==> config.mk <==
export PLATFORM = sky130hd
export DESIGN_NAME = btn_debounce
export DESIGN_NICKNAME = d
export VERILOG_FILES = /design/src/rtl/btn_debounce.sv
export SDC_FILE = /design/constraint.sdc
export NUM_CORES = 1
export LEC_CHECK = 0
export CAP_MARGIN = 20
export CORE_MARGIN = 2
export CORE_UTILIZATION = 55
export CTS_CLUSTER_SIZE = 40
export DETAILED_ROUTE_END_ITERATION = 8
export PLACE_DENSITY = 0.83
export SYNTH_ARGS = -nofsm -noshare
export SYNTH_HDL_FRONTEND = slang
export SYNTH_SLANG_ARGS = --single-unit
==> constraint.sdc <==
create_clock -name clk -period 1.95 [get_ports clk]
set_input_delay 0.39 -clock clk [delete_from_list [all_inputs] [get_ports clk]]
set_output_delay 0.39 -clock clk [all_outputs]
set_load 0.005 [all_outputs]
==> src/rtl/btn_debounce.sv <==
// btn_debounce: synchronises, debounces and conflict-masks four raw push-buttons,
// producing level outputs plus one-cycle press pulses for jump and down.
module btn_debounce #(
   parameter int DEBOUNCE_CYCLES = 650_000,
   parameter int CNT_W = $clog2(DEBOUNCE_CYCLES + 1)
) (
   input  logic clk,
   input  logic rst,
   input  logic btn_left,
   input  logic btn_right,
   input  logic btn_up,
   input  logic btn_down,
   output logic stepleft,
   output logic stepright,
   output logic stepjump,
   output logic buttondown,
   output logic jump_press,
   output logic down_press
);
   localparam logic [CNT_W-1:0] CNT_MAX = CNT_W'(DEBOUNCE_CYCLES - 1);
   // channel order in every vector: 0 left, 1 right, 2 up, 3 down
   logic [3:0] pad, s1_q, s2_q, stable_q, stable_d;
   logic [CNT_W-1:0] cnt_q [4];
   logic [CNT_W-1:0] cnt_d [4];
   logic jump_press_q, down_press_q;
   assign pad = {btn_down, btn_up, btn_right, btn_left};
   always_comb begin
      for (int i = 0; i < 4; i++) begin
         stable_d[i] = stable_q[i];
         cnt_d[i] = '0;
         if (s2_q[i] != stable_q[i]) begin
            if (cnt_q[i] == CNT_MAX) stable_d[i] = s2_q[i];
            else cnt_d[i] = cnt_q[i] + CNT_W'(1);
         end
      end
   end
   always_ff @(posedge clk or negedge rst) begin
      if (!rst) begin
         s1_q <= '0;
         s2_q <= '0;
         stable_q <= '0;
         jump_press_q <= 1'b0;
         down_press_q <= 1'b0;
         for (int i = 0; i < 4; i++) cnt_q[i] <= '0;
      end else begin
         s1_q <= pad;
         s2_q <= s1_q;
         stable_q <= stable_d;
         jump_press_q <= stable_d[2] & ~stable_q[2];
         down_press_q <= stable_d[3] & ~stable_q[3];
         for (int i = 0; i < 4; i++) cnt_q[i] <= cnt_d[i];
      end
   end
   assign stepleft = stable_q[0] & ~stable_q[1];
   assign stepright = stable_q[1] & ~stable_q[0];
   assign stepjump = stable_q[2];
   assign buttondown = stable_q[3];
   assign jump_press = jump_press_q;
   assign down_press = down_press_q;
endmodule

Yosys cells after proc, flatten, opt, wreduce, memory -nomap -nowiden

Cells that the tools add are included.

Memories: 0
RAM bits: 0
Bits in registers: 94
Output and inout bits: 6
Input port bits: 6
ROM bits: 0
Latch bits: 0

Reduce and logical (&&, ||, !) cells: 2
$mul: 0
Mux-type cells: 12
Add/subtract/negate cells: 4
$lt $le $gt $ge: 0
Shift-type cells: 0
Equality and inequality tests: 8
Bitwise operators: 8
Div/mod/pow operators: 0

Operators with widths:

| cell                                                             | number |
|---|---|
| 20-bit two-way mux                                               | 8 |
| 20-bit by 1-bit adder with 20-bit output (second input constant) | 4 |
| 20-bit equality test (second input constant)                     | 4 |
| 1-bit AND                                                        | 4 |
| 1-bit two-way mux                                                | 4 |
| 1-bit != test                                                    | 4 |
| 1-bit NOT                                                        | 4 |
| 2-bit AND reduction                                              | 2 |

Longest topological paths before layout

Depth in word-level cells: 4
Mapped depth: 7
Depth with buffers taken out: 5

Least setup slack after synthesis

OpenSTA, ideal clock, no wires.

Path type: register to register
Start point: register cnt_q[60] in the netlist's numbering
End point: register cnt_q[67] in the netlist's numbering
Setup time: 0.132 ns
Cell stages (with the launch flop): 8
Buffers on the path: 2
Data arrival time: 1.747 ns
Slack: 0.071 ns
Cells stage by stage: dfrtp_1 -> ha_1 -> and4_1 -> and3_1 -> a41o_1 -> clkbuf_1 -> clkbuf_1 -> nor2_1

RTL lines:

| item               | line | RTL |
|---|---|---|
| start: declaration | 23   | `logic [CNT_W-1:0] cnt_q [4];` |

==> results.py <==
metrics = {
    "outcome": {
        "status": "complete, no violations",
    },
    "floorplanning": {
        "rows": 32,
        "die_w_um": 94.1,
        "die-area_mm2": 0.00886,
        "start_util": 0.572,
        "ios": 12,
        "core_mm2": 0.00781,
        "die_y_um": 94.1,
    },
    "sta": {
        "tns_ps": 0,
        "worstMarginPinSlew_ps": 472,
        "max_slew_margin": 0.685,
        "worst_slack_ps": 24.2,
        "post-route-min-period_ps": 1930,
        "final-max-slew-violation-count": 0,
        "hold_viol": 0,
        "setup_violations": 0,
        "skew_ps": 8.04,
        "period_share": 0.988,
        "timing.fmax_ghz": 0.519,
    },
    "placed_design": {
        "port-buffer-count": 11,
        "hpwl_mm": 5.79,
        "place_congestion": 0.859,
        "pre_cts_slack_ps": -29.2,
    },
    "drt": {
        "drc": 0,
        "routed_via_density": 5.72,
        "num_vias": 3372,
        "finalWirelength_mm": 8.69,
        "first_iter_violations": 193,
        "wl_per_cell_um": 14.8,
        "dr.pass1.iters": 4,
        "drtAntennaViolNets": 0,
    },
    "yosys": {
        "yosys.area_share.simple": 0.256,
        "synth-xor-area-share": 0.106,
        "synth_area_leaders": "dfrtp_1 (53%), xnor2_1 (5.9%), nor2_1 (5.6%), xor2_1 (4.7%), nand4_1 (2.8%)",
        "synth.cell_area_mm2": 0.00447,
        "yosysMostFrequentCell": "dfrtp_1",
        "synth_top_family_by_area": "simple AND/OR/NAND/NOR gates",
        "avgSynthCellArea_um2": 9.99,
        "synth-edff-count": 0,
        "yosys.area.top_type": "dfrtp_1",
        "syn_inst": 447,
        "yosys_warnings": 0,
        "ys_seq_area_frac": 0.527,
        "synth_top_area_frac": 0.527,
        "ys.flop_type": "dfrtp_1",
        "synth_nets": 457,
        "ys_ff_latch": 94,
        "synthMuxAreaShare": 0.0101,
        "synth_compound_area_frac": 0.0642,
        "synth_common_cells": "dfrtp_1 (94), nor2_1 (67), xnor2_1 (30)",
        "synth_cell_type_count": 40,
        "synth_fa_ha_area_frac": 0.0112,
        "synth_async_sr_flop_share": 1.00,
    },
    "critical_path": {
        "reg2reg_depth": 5,
        "critPathLaunch": "cnt_q[12]",
        "startpoint_type": "flop",
        "worst_ep_required_time_ps": 2200,
        "crit_type": "reg2reg",
        "arrival_ps": 2180,
        "crit_fanout": 7,
        "r2r_start": "cnt_q[12]",
        "cp-end-kind": "flop",
    },
    "min_path": {
        "worst_hold_path.num_cells": 0,
        "hold_class": "reg2reg",
        "hp-start": "s1_q[2]",
    },
    "pwr": {
        "power_switching_mw": 0.807,
        "p_per_area_mw_per_mm2": 699,
        "p_int_mw": 2.80,
        "p_clk_frac": 0.400,
        "total_power_mw": 3.60,
        "power_frac_comb": 0.045,
        "pwr-share-seq": 0.555,
        "p_sw_frac": 0.224,
        "vdd_drop_max_uv": 717,
        "p_leak_nw": 2.11,
    },
    "global_route": {
        "grt_pass1_vias": 3268,
        "grt-ovfl-total": 0,
        "grt_max_degree": 37,
        "grt_pass1_wl_mm": 14.9,
        "antenna_found_initial": 0,
        "grt_use_total": 0.215,
    },
    "cells_and_area": {
        "layout.nets": 492,
        "fillerInstances": 599,
        "area_growth_pct": 15.6,
        "diodes": 0,
        "drive_gt1_frac": 0.129,
    },
    "clocking": {
        "cts_tree": "built",
        "htreeDepth": 3,
        "clk_path_buf_depth": 2,
        "cts-root-buf": "clkbuf_8",
        "clk_pin_slew_ps": 90,
        "clk_latency_ps": 360,
        "numCtsBuffers": 9,
        "cts.sinks": 94,
    },
    "run": {
        "maxCapViolCount": 0,
    },
}
==> metal layers <==
metal | vias to the layer above | track usage | wire, um
li1 | 1659 | - | -
met1 | 1651 | 0.282 | 3990
met2 | 53 | 0.353 | 4370
met3 | 9 | 0.0433 | 239
met4 | 0 | 0.0809 | 95
met5 | - | 0 | 0
==> power by group through the flow <==
stage | Sequential [mW] | Clock, mW | Combinational (mW)
3_5_place_dp | 2.04 | 0 | 0.150
5_1_grt | 2.01 | 1.56 | 0.183
2_1_floorplan | 2.04 | 0 | 0.0628
6_report | 2.00 | 1.44 | 0.162
3_3_place_gp | 2.04 | 0 | 0.144
4_1_cts | 2.00 | 1.47 | 0.160
==> placed cells by master (no fill, tap or decap), types with 2 or more instances in the layout <==
cell,n
a21oi_1,20
a41o_1,2
and2_1,2
and3_1,7
and4_1,7
buf_12,3
buf_4,23
bufinv_16,2
clkbuf_8,10
clkdlybuf4s50_1,10
clkinvlp_4,3
dfrtp_1,93
ha_1,3
inv_1,14
mux2_2,4
nand2_1,23
nand3_1,23
nand4_1,20
nand4b_1,2
nor2_1,67
nor2b_1,3
nor3_1,14
nor4_1,6
o21ai_0,13
o31ai_1,7
or2_1,2
or3_1,14
or4_1,10
or4_4,3
xnor2_1,30
xor2_1,24
==> cell families after synthesis <==
| group | after synthesis |
|---|---|
| AOI/OAI and AO/OA | 48 |
| xor gates and xnor gates | 54 |
| adders and majority gates | 4 |
| buffers and inverters | 29 |
| DFF | 94 |
| muxes | 4 |
| and+or+nand+nor | 214 |
==> flip-flops by register name, indices dropped and copies added, names as in the netlist <==
| register | cells |
|---|---|
| cnt_q | 80 |
| down_press | 1 |
| jump_press | 1 |
| s1_q | 4 |
| s2_q | 4 |
| stable_q | 4 |
==> worst max-delay path, cell delays in order, from the launching register on <==
cell	delay [ps]
dfrtp_1	400
or4b_2	680
nor4_2	220
a41o_1	260
buf_4	180
nor2_1	60
==> stage by stage <==
step,area [um^2],util,hold slack (ps),std cells
after CTS,5110,0.654,359,586
after floorplan,4470,-,94.4,447
after global placement,4850,0.621,332,567
final,5160,0.661,358,589
after detailed placement,4850,0.621,338,567
after global routing,5160,0.661,364,589
==> final timing paths <==
kind | slack [ps] | end
worst max-delay path | 20 | cnt_q[9]
worst min-delay path | 360 | s2_q[2]
worst max register to register | 20 | cnt_q[9]
worst min register to register | 360 | s2_q[2]
max in group asynchronous | 870 | cnt_q[44]
min in group asynchronous | 520 | cnt_q[12]
==> final cells by class <==
cell class | count | area, um^2 | area share
clock buffers | 11 | 141 | 0.0274
well taps | 102 | 128 | 0.0247
flip-flops and latches | 94 | 2350 | 0.456
repair buffers | 39 | 359 | 0.0696
inverters | 14 | 52.6 | 0.0102
multi-input cells | 324 | 2040 | 0.396
clock inverters | 5 | 82.6 | 0.0160
==> repair_timing <==
| item | 4_1_cts | 5_1_grt |
|---|---|---|
| pin swaps | 0 | 1 |
| buffers inserted | 1 | 3 |
| setup endpoints to repair | 35 | 27 |
| hold buffers | 1 | 0 |
| gates resized for setup | 4 | 9 |
| cloned | 1 | 0 |
| endpoints found under the hold margin | 30 | 0 |
Note: power is estimated with default switching activity, not from simulation.
